### src/rtl/apb_mst_cmd_bridge_pkg.sv
// Shared definitions for the APB command bridge: FSM state encoding and width helpers.
package apb_mst_cmd_bridge_pkg;

    // Transfer sequencing states; 2-bit encoding shared with future APB requesters/completers.
    typedef enum logic [1:0] {
        ST_IDLE   = 2'd0,
        ST_SETUP  = 2'd1,
        ST_ACCESS = 2'd2,
        ST_RESP   = 2'd3
    } state_e;

    // Byte-strobe width for a given APB data width.
    function automatic int unsigned strb_width(input int unsigned data_size);
        return data_size / 8;
    endfunction

    // Wait-counter width; at least one bit so a disabled timeout still elaborates.
    function automatic int unsigned timer_width(input int unsigned timeout_cyc);
        return (timeout_cyc > 0) ? $clog2(timeout_cyc + 1) : 1;
    endfunction

endpackage

### src/rtl/apb_mst_cmd_bridge_wait_timer.sv
// ACCESS wait-state counter; flags the last allowed cycle before a hung-slave abort.
module apb_mst_cmd_bridge_wait_timer
    import apb_mst_cmd_bridge_pkg::*;
#(
    parameter int unsigned TIMEOUT_CYC = 16
) (
    input  logic clk,
    input  logic rst_n,
    input  logic clear,
    input  logic enable,
    output logic expired_c
);

    if (TIMEOUT_CYC == 0) begin : g_off
        // Timeout disabled: never expire.
        assign expired_c = 1'b0;
    end else begin : g_on
        localparam int unsigned CNT_W = timer_width(TIMEOUT_CYC);

        logic [CNT_W-1:0] count;

        // Count wait cycles; cleared once per transfer on entry to ACCESS.
        always_ff @(posedge clk or negedge rst_n) begin
            if (!rst_n) begin
                count <= '0;
            end else if (clear) begin
                count <= '0;
            end else if (enable) begin
                count <= count + CNT_W'(1);
            end
        end

        // High during the final permitted wait cycle.
        assign expired_c = (count == CNT_W'(TIMEOUT_CYC - 1));
    end

endmodule

### src/rtl/apb_mst_cmd_bridge.sv
// APB4 requester: single-beat local command port in, SETUP/ACCESS transfer out,
// PRDATA/PSLVERR (or timeout) returned on a registered response port.
module apb_mst_cmd_bridge
    import apb_mst_cmd_bridge_pkg::*;
#(
    parameter int unsigned DATA_SIZE   = 32,
    parameter int unsigned ADDR_SIZE   = 6,
    parameter int unsigned TIMEOUT_CYC = 16
) (
    input  logic                   PCLK,
    input  logic                   PRESETn,
    input  logic                   cmd_valid,
    output logic                   cmd_ready,
    input  logic                   cmd_write,
    input  logic [ADDR_SIZE-1:0]   cmd_addr,
    input  logic [DATA_SIZE-1:0]   cmd_wdata,
    input  logic [DATA_SIZE/8-1:0] cmd_strb,
    output logic                   rsp_valid,
    input  logic                   rsp_ready,
    output logic [DATA_SIZE-1:0]   rsp_rdata,
    output logic                   rsp_err,
    output logic                   rsp_timeout,
    output logic [ADDR_SIZE-1:0]   PADDR,
    output logic                   PSEL,
    output logic                   PENABLE,
    output logic                   PWRITE,
    output logic [DATA_SIZE-1:0]   PWDATA,
    output logic [DATA_SIZE/8-1:0] PSTROBE,
    input  logic                   PREADY,
    input  logic [DATA_SIZE-1:0]   PRDATA,
    input  logic                   PSLVERR
);

    localparam int unsigned STRB_SIZE = strb_width(DATA_SIZE);

    state_e state;
    logic   timer_clear_c;
    logic   timer_en_c;
    logic   expired_c;

    // Timer restarts in SETUP and counts ACCESS cycles the slave holds off.
    assign timer_clear_c = (state == ST_SETUP);
    assign timer_en_c    = (state == ST_ACCESS) && !PREADY;

    apb_mst_cmd_bridge_wait_timer #(
        .TIMEOUT_CYC (TIMEOUT_CYC)
    ) u_wait_timer (
        .clk       (PCLK),
        .rst_n     (PRESETn),
        .clear     (timer_clear_c),
        .enable    (timer_en_c),
        .expired_c (expired_c)
    );

    // Transfer sequencer; every APB and response output is a flop.
    always_ff @(posedge PCLK or negedge PRESETn) begin
        if (!PRESETn) begin
            state       <= ST_IDLE;
            cmd_ready   <= 1'b1;
            rsp_valid   <= 1'b0;
            rsp_rdata   <= '0;
            rsp_err     <= 1'b0;
            rsp_timeout <= 1'b0;
            PADDR       <= '0;
            PSEL        <= 1'b0;
            PENABLE     <= 1'b0;
            PWRITE      <= 1'b0;
            PWDATA      <= '0;
            PSTROBE     <= '0;
        end else begin
            case (state)
                ST_IDLE: begin
                    if (cmd_valid) begin
                        PADDR     <= cmd_addr;
                        PWRITE    <= cmd_write;
                        PWDATA    <= cmd_wdata;
                        PSTROBE   <= cmd_write ? cmd_strb : STRB_SIZE'(0);
                        PSEL      <= 1'b1;
                        cmd_ready <= 1'b0;
                        state     <= ST_SETUP;
                    end
                end
                ST_SETUP: begin
                    PENABLE <= 1'b1;
                    state   <= ST_ACCESS;
                end
                ST_ACCESS: begin
                    if (PREADY) begin
                        rsp_rdata   <= PWRITE ? DATA_SIZE'(0) : PRDATA;
                        rsp_err     <= PSLVERR;
                        rsp_timeout <= 1'b0;
                        rsp_valid   <= 1'b1;
                        PSEL        <= 1'b0;
                        PENABLE     <= 1'b0;
                        state       <= ST_RESP;
                    end else if (expired_c) begin
                        rsp_rdata   <= '0;
                        rsp_err     <= 1'b1;
                        rsp_timeout <= 1'b1;
                        rsp_valid   <= 1'b1;
                        PSEL        <= 1'b0;
                        PENABLE     <= 1'b0;
                        state       <= ST_RESP;
                    end
                end
                ST_RESP: begin
                    if (rsp_ready) begin
                        rsp_valid <= 1'b0;
                        cmd_ready <= 1'b1;
                        state     <= ST_IDLE;
                    end
                end
                default: begin
                    state <= ST_IDLE;
                end
            endcase
        end
    end

endmodule

### config.mk
export PLATFORM = sky130hd
export DESIGN_NAME = apb_mst_cmd_bridge
export DESIGN_NICKNAME = d
export VERILOG_FILES = /design/src/rtl/apb_mst_cmd_bridge_pkg.sv /design/src/rtl/apb_mst_cmd_bridge_wait_timer.sv /design/src/rtl/apb_mst_cmd_bridge.sv
export SDC_FILE = /design/constraint.sdc
export NUM_CORES = 1
export LEC_CHECK = 0
export ABC_AREA = 1
export ABC_CLOCK_PERIOD_IN_PS = 4000
export CAP_MARGIN = 20
export CORE_ASPECT_RATIO = 0.7
export CORE_MARGIN = 5
export CORE_UTILIZATION = 47
export CTS_BUF_LIST = sky130_fd_sc_hd__clkbuf_4 sky130_fd_sc_hd__clkbuf_8
export DETAILED_ROUTE_END_ITERATION = 10
export PLACE_DENSITY = 0.95
export SETUP_SLACK_MARGIN = 0.1
export SLEW_MARGIN = 20
export SYNTH_ARGS = -nofsm -noshare
export SYNTH_HDL_FRONTEND = slang
export SYNTH_HIERARCHICAL = 1
export SYNTH_SLANG_ARGS = --single-unit
### constraint.sdc
create_clock -name PCLK -period 4 [get_ports PCLK]
set_clock_uncertainty 0.2 [all_clocks]
set_input_delay 0.4 -clock PCLK [delete_from_list [all_inputs] [get_ports PCLK]]
set_output_delay 0.4 -clock PCLK [all_outputs]
set_load 0.01 [all_outputs]
==> results of run 1 <==
==> state kept, by name, summed over array words and instances (netlist names) <==
register and count:
PWDATA 32, rsp_rdata 32, PADDR 6, u_wait_timer/g_on.count 5
PSTROBE 4, state 2, PENABLE 1, PSEL 1
PWRITE 1, cmd_ready 1, rsp_err 1, rsp_timeout 1
rsp_valid 1
==> cell type report <==
cell class	instances	area share
clock buffers	9	0.0227
clock inverters	7	0.00984
inverters	15	0.0103
multi-input cells	291	0.233
flip-flops and latches	88	0.403
well taps	101	0.0231
repair buffers	163	0.298
==> worst min-delay path: cells and delay by family, from the launching register on <==
kind	cells	cell delay, ns
and+or+nand+nor	2	0.09
DFF	1	0.38
==> per-stage QoR <==
step	hold slack, ns	total power [mW]
detailed placement	0.260	3.36
finish	0.270	3.88
global route	0.316	4.18
global placement	0.251	3.24
floorplan	-0.0956	2.34
CTS	0.0900	3.94
==> worst max path at each step <==
stage | endpoint | slack (ns) | cells past startpoint
6_report | rsp_rdata[10]$_DFFE_PN0P_ | 1.74 | 9
5_1_grt | rsp_rdata[10]$_DFFE_PN0P_ | 1.52 | 9
4_1_cts | rsp_rdata[10]$_DFFE_PN0P_ | 1.73 | 9
3_5_place_dp | PWDATA[0]$_DFFE_PN0P_ | 1.58 | 5
3_3_place_gp | rsp_rdata[12]$_DFFE_PN0P_ | 1.54 | 5
2_1_floorplan | rsp_rdata[10]$_DFFE_PN0P_ | 2.34 | 10
==> kinds of logic (layout without fill, tap and decap cells) <==
kind of cell / Yosys count / after routing / synth area share
AND/OR/NAND/NOR: 273 / 273 / 0.306
flip-flops: 88 / 88 / 0.601
buffers and inverters: 33 / 194 / 0.0532
AO/OA/AOI/OAI: 11 / 11 / 0.0157
adder cells (fa/ha/maj): 7 / 7 / 0.0239
==> power by group through the flow <==
stage | sequential [mW] | clock [mW] | combinational, mW
after detailed placement | 1.52 | 0 | 1.84
after floorplan | 1.66 | 0 | 0.684
after global routing | 1.56 | 0.624 | 1.99
after global placement | 1.49 | 0 | 1.75
after CTS | 1.51 | 0.582 | 1.84
final | 1.51 | 0.559 | 1.81
==> metal layers <==
metal	vias to the layer above	global-route usage
li1	1585	-
met1	1564	0.269
met2	141	0.351
met3	7	0.0978
met4	0	0.0501
met5	-	0
==> placed cells by master, fill, tap and decap left out <==
cell type and n:
nand3_1 36, o21ai_0 7, nor2_1 6, o21a_1 1, nand3_2 2, nand4_1 2, ha_1 7, nor2_2 1
dfstp_2 1, clkinv_4 2, buf_4 1, dlygate4sd3_1 1, nor2_4 3, a21oi_1 3, clkbuf_8 9, buf_6 1
nor2_8 1, clkdlybuf4s50_1 160, inv_2 4, clkinv_2 2, dfrtp_1 87, nand2_1 222, inv_1 11, inv_6 3
==> what timing repair did <==
item | in CTS | in global routing
endpoints found under the hold margin | 0 | 86
hold buffers | 0 | 1
endpoints found under the setup margin | 0 | 0
==> results.sh, run 1 <==
export IMPL_outcome="finished, final reports clean"
export IMPL_first_global_vias=3411
export IMPL_hold_depth=2
export IMPL_fp_dieH_um=83.9
export IMPL_cp_common_cell="nand2_1"
export IMPL_yosys_area_top_type="dfrtp_1"
export IMPL_num_vias=3297
export IMPL_via_per_inst=4.89
export IMPL_grt_max_degree=89
export IMPL_syn_area_sq_um=3670
export IMPL_critPathLaunch="u_wait_timer/g_on.count[1]$_DFFE_PN0P_"
export IMPL_end_kind="register"
export IMPL_track_usage=0.218
export IMPL_synth_edf_count=0
export IMPL_root_buffer="clkbuf_8"
export IMPL_wl_met2_um=4990
export IMPL_ys_types=21
export IMPL_multi_input_comb_area_sq_um=1270
export IMPL_fmaxAchievable_ghz=0.443
export IMPL_die_x_um=116
export IMPL_routed_top_layer="met4"
export IMPL_ioPinCount=162
export IMPL_htree_levels=3
export IMPL_instances_no_fill=674
export IMPL_fin_area_sq_um=5470
export IMPL_drive_above_1_share=0.0524
export IMPL_utilization=0.707
export IMPL_ctsLongestPathBuffers=2
export IMPL_min_period_ns=2.26
export IMPL_startpoint_type="register"
export IMPL_postSynthCellCount=412
export IMPL_static_leakage_power_nw=2.71
export IMPL_die_area_sq_um=9700
export IMPL_worstHoldEndpoint="cmd_ready$_DFFE_PN1P_"
export IMPL_hold_class="register to register"
export IMPL_path_class="register to register"
export IMPL_synth_top_area_frac=0.594
export IMPL_clock_latency_ns=0.34
export IMPL_seqPwrFrac=0.390
export IMPL_start_util=0.474
export IMPL_ys_seq_area_frac=0.601
export IMPL_clk_pin_slew_ns=0.09
export IMPL_worst_r2r_path_depth=9
export IMPL_cp_slowest_cell="dfrtp_1"
export IMPL_ys_flop_type="dfrtp_1"
export IMPL_area_delta_synth_final_pct=49.1
export IMPL_antenna_found_initial=0
export IMPL_grt_pass1_wl_um=16700
export IMPL_first_iter_violations=342
export IMPL_setup_violations=0
export IMPL_crit_fanout=35
export IMPL_period_share=0.565
export IMPL_antennaDiodeCount=0
export IMPL_clockPowerShare=0.144
export IMPL_crit_buf_inv=1
export IMPL_synth_warnings=6
export IMPL_final_fill_count=589
export IMPL_gp_congestion=0.831
export IMPL_rows=27
export IMPL_reg2reg_to="rsp_rdata[10]$_DFFE_PN0P_"
export IMPL_slowest_delay_ns=0.38
export IMPL_dp_slack_ns=1.58
export IMPL_synthTopCellsByCount="nand2_1, dfrtp_1, nand3_1"
export IMPL_syn_nets=500
export IMPL_syn_area_per_cell_sq_um=8.90
export IMPL_seq_area_sq_um=2200
export IMPL_routedWlPerCell_um=15.5
export IMPL_worst_path_dominant_cell_family="simple AND/OR/NAND/NOR gates"
export IMPL_drtPass1Iterations=5
export IMPL_dr_wl_met3_um=1140
export IMPL_switchingPower_mw=1.46
export IMPL_cap_violations=0
export IMPL_coreArea_sq_um=7740
export IMPL_crit_path_cell_trace="ha_1, nand2_1, nor2_1, ha_1, nor2_4, nor2_8, inv_2, nand2_1, nand2_1"
export IMPL_min_from="cmd_ready$_DFFE_PN1P_"
export IMPL_tightest_slew_ns=0.800
export IMPL_setup_ws_ns=1.74
export IMPL_finalHoldViolCount=0
export IMPL_crit_arrival_ns=2.29
export IMPL_drc_errors=0
export IMPL_wirelength_um=10400
export IMPL_cellPowerDensity_nw_per_um2=710
export IMPL_cts_setup_buffers=0
export IMPL_pwr_share_comb=0.466
export IMPL_rsz0062_at_grt="false"
export IMPL_place_inst=657
export IMPL_worstReg2RegStart="u_wait_timer/g_on.count[1]$_DFFE_PN0P_"
export IMPL_peakVddDrop_v=0.000390
export IMPL_rrSetupSlack_ns=1.74
export IMPL_ys_ff_latch=88
export IMPL_io_buffers=161
export IMPL_wl_met1_um=4240
export IMPL_final_antenna_net_count=0
export IMPL_globalRoute_totalOverflow=0
export IMPL_yosysMostFrequentCell="nand2_1"
export IMPL_maxSlewViolCount=0
export IMPL_required_ns=4.03
export IMPL_synth_area_leaders="dfrtp_1, nand2_1, nand3_1, ha_1, buf_6"
export IMPL_cts_resized=0
export IMPL_nNetsFinal=656
export IMPL_numCtsBuffers=9
export IMPL_relSlewSlack=0.467
export IMPL_intPower_mw=2.42
export IMPL_p_sw_frac=0.376
export IMPL_cts_tree="done"
export IMPL_synth_async_reset_ratio=1.00
export IMPL_dp_hpwl_um=7680
export IMPL_final_setup_tns_ns=0
export IMPL_placed_area_sq_um=5280
export IMPL_cts_sinks=88
Power figures use the tool's default switching activity.
==> run 2, diff against run 1 <==
--- a/config.mk
+++ b/config.mk
@@ -6,14 +6,14 @@
 export NUM_CORES = 1
 export LEC_CHECK = 0
 export ABC_AREA = 1
-export ABC_CLOCK_PERIOD_IN_PS = 4000
+export ABC_CLOCK_PERIOD_IN_PS = 2000
 export CAP_MARGIN = 20
 export CORE_ASPECT_RATIO = 0.7
 export CORE_MARGIN = 5
-export CORE_UTILIZATION = 47
+export CORE_UTILIZATION = 39
 export CTS_BUF_LIST = sky130_fd_sc_hd__clkbuf_4 sky130_fd_sc_hd__clkbuf_8
 export DETAILED_ROUTE_END_ITERATION = 10
-export PLACE_DENSITY = 0.95
+export PLACE_DENSITY = 0.87
 export SETUP_SLACK_MARGIN = 0.1
 export SLEW_MARGIN = 20
 export SYNTH_ARGS = -nofsm -noshare
==> constraint.sdc (replaced) <==
create_clock -name PCLK -period 2 [get_ports PCLK]
set_clock_uncertainty 0.2 [all_clocks]
set_input_delay 0.2 -clock PCLK [delete_from_list [all_inputs] [get_ports PCLK]]
set_output_delay 0.2 -clock PCLK [all_outputs]
set_load 0.01 [all_outputs]
==> run 2 against run 1 <==
Sequential share of layout area fell by 1.8 points. Combinational power rose by 110%. Sequential cell count did not move. Hold slack got worse by 0.22 ns. Power rose by 110%. Critical path type is now register to output port. Critical endpoint is now cmd_ready. Sequential power rose by 100%. Non-clock buffer count rose by 15.
==> results.sh, run 2 (same netlist as run 1, synthesis figures left out) <==
export IMPL_seq_area_sq_um=2200
export IMPL_final_fill_count=764
export IMPL_rrSetupSlack_ns=0.16
export IMPL_crit_path_cell_trace="clkdlybuf4s50_1"
export IMPL_routedWlPerCell_um=14.9
export IMPL_track_usage=0.186
export IMPL_setup_violations=0
export IMPL_first_iter_violations=226
export IMPL_maxSlewViolCount=0
export IMPL_hold_class="primary input to async pin"
export IMPL_cp_slowest_cell="clkdlybuf4s50_1"
export IMPL_antenna_found_initial=0
export IMPL_crit_fanout=2
export IMPL_clock_latency_ns=0.35
export IMPL_finalPower_mw=8.13
export IMPL_fin_area_sq_um=5720
export IMPL_finalHoldViolCount=0
export IMPL_worst_path_dominant_cell_family="buffers and inverters"
export IMPL_whs_ns=0.0489
export IMPL_instances_no_fill=712
export IMPL_crit_buf_inv=1
export IMPL_rsz0062_at_grt="true"
export IMPL_place_inst=687
export IMPL_grt_max_degree=54
export IMPL_static_leakage_power_nw=2.83
export IMPL_final_cell_mix="nand2_1, clkdlybuf4s50_1, dfrtp_1, nand3_1"
export IMPL_crit_arrival_ns=1.44
export IMPL_wl_met1_um=4490
export IMPL_root_buffer="clkbuf_8"
export IMPL_num_vias=3405
export IMPL_clk_pin_slew_ns=0.08
export IMPL_startpoint_type="register"
export IMPL_io_buffers=161
export IMPL_die_x_um=126
export IMPL_required_ns=1.60
export IMPL_path_class="register to output port"
export IMPL_placed_area_sq_um=5400
export IMPL_rows=29
export IMPL_start_util=0.403
export IMPL_drc_errors=0
export IMPL_final_common_cell="nand2_1"
export IMPL_coreArea_sq_um=9110
export IMPL_final_antenna_net_count=0
export IMPL_numCtsBuffers=9
export IMPL_dp_slack_ns=-0.0473
export IMPL_htree_levels=3
export IMPL_die_area_sq_um=11500
export IMPL_cap_violations=0
export IMPL_tightest_slew_ns=0.279
export IMPL_wl_met2_um=4640
export IMPL_antennaDiodeCount=0
export IMPL_wirelength_um=10600
export IMPL_via_per_inst=4.78
export IMPL_first_global_vias=3439
export IMPL_cts_sinks=88
export IMPL_peakVddDrop_v=0.000956
export IMPL_cellPowerDensity_nw_per_um2=1420
export IMPL_drtPass1Iterations=4
export IMPL_routed_top_layer="met4"
export IMPL_fmaxAchievable_ghz=0.543
export IMPL_nNetsFinal=672
export IMPL_globalRoute_totalOverflow=0
export IMPL_dr_wl_met3_um=1230
export IMPL_drive_above_1_share=0.0833
export IMPL_setup_ws_ns=0.158
export IMPL_ctsLongestPathBuffers=2
export IMPL_fp_dieH_um=91.1
export IMPL_cts_tree="done"
export IMPL_outcome="finished, final reports clean"
export IMPL_grt_pass1_wl_um=17400
export IMPL_largest_registers="PWDATA x32, rsp_rdata x32, PADDR x6"
export IMPL_multi_input_comb_area_sq_um=1290
export IMPL_dp_hpwl_um=7810
export IMPL_gp_congestion=0.833
export IMPL_relSlewSlack=0.814
export IMPL_end_kind="output port"
export IMPL_slowest_delay_ns=0.55
export IMPL_area_delta_synth_final_pct=56.0
export IMPL_ioPinCount=162
export IMPL_period_share=0.921
export IMPL_min_period_ns=1.84
## run 2: routing by layer
| layer | vias up | global-route usage |
|---|---|---|
| met5 | - | 0 |
| met4 | 0 | 0.0643 |
| met3 | 27 | 0.0933 |
| met2 | 172 | 0.277 |
| met1 | 1591 | 0.235 |
| li1 | 1615 | - |
## run 2: repair_timing
action,in CTS,in global routing
setup endpoints to repair,33,53
hold buffers,1,0
buffers inserted,6,1
gates cloned,1,1
hold endpoints to repair,87,0
pin swaps,3,3
gates resized for setup,2,9
## run 2: metrics by stage
stage	util	setup TNS, ns
after global routing	0.628	0
final	0.628	0
after global placement	0.593	0
after CTS	0.624	0
after floorplan	-	0
after detailed placement	0.593	-0.868
## run 2: worst paths after layout
check | from | to | cells past startpoint
worst max-delay path | cmd_ready$_DFFE_PN1P_ | cmd_ready | 1
worst min-delay path | PRESETn | rsp_rdata[8]$_DFFE_PN0P_ | 2
worst max register to register | u_wait_timer/g_on.count[1]$_DFFE_PN0P_ | rsp_timeout$_DFFE_PN0P_ | 9
worst min register to register | cmd_ready$_DFFE_PN1P_ | cmd_ready$_DFFE_PN1P_ | 2
max in group asynchronous | PRESETn | cmd_ready$_DFFE_PN1P_ | 3
min in group PCLK | cmd_wdata[22] | PWDATA[22]$_DFFE_PN0P_ | 3
## run 2: where the power goes
part / switching, mW / internal (mW)
logic: 1.84 / 1.99
clock network: 0.607 / 0.670
registers: 0.477 / 2.55
total: 2.92 / 5.21
## run 2: cell type report
cell class                 instances  share of cell area
multi-input combinational        292               0.226
inverter                          15              0.0103
clock inverter                     3             0.00700
sequential                        88               0.385
clock buffer                      12              0.0289
tap                              124              0.0271
timing repair buffer             178               0.315
==> run 3, diff against run 2 <==
--- a/config.mk
+++ b/config.mk
@@ -7,7 +7,7 @@
 export LEC_CHECK = 0
 export ABC_AREA = 1
 export ABC_CLOCK_PERIOD_IN_PS = 2000
-export CAP_MARGIN = 20
+export CAP_MARGIN = 10
 export CORE_ASPECT_RATIO = 0.7
 export CORE_MARGIN = 5
 export CORE_UTILIZATION = 39
==> results of run 3 <==
No change in the layout: final DEF, timing and power equal those of run 2.
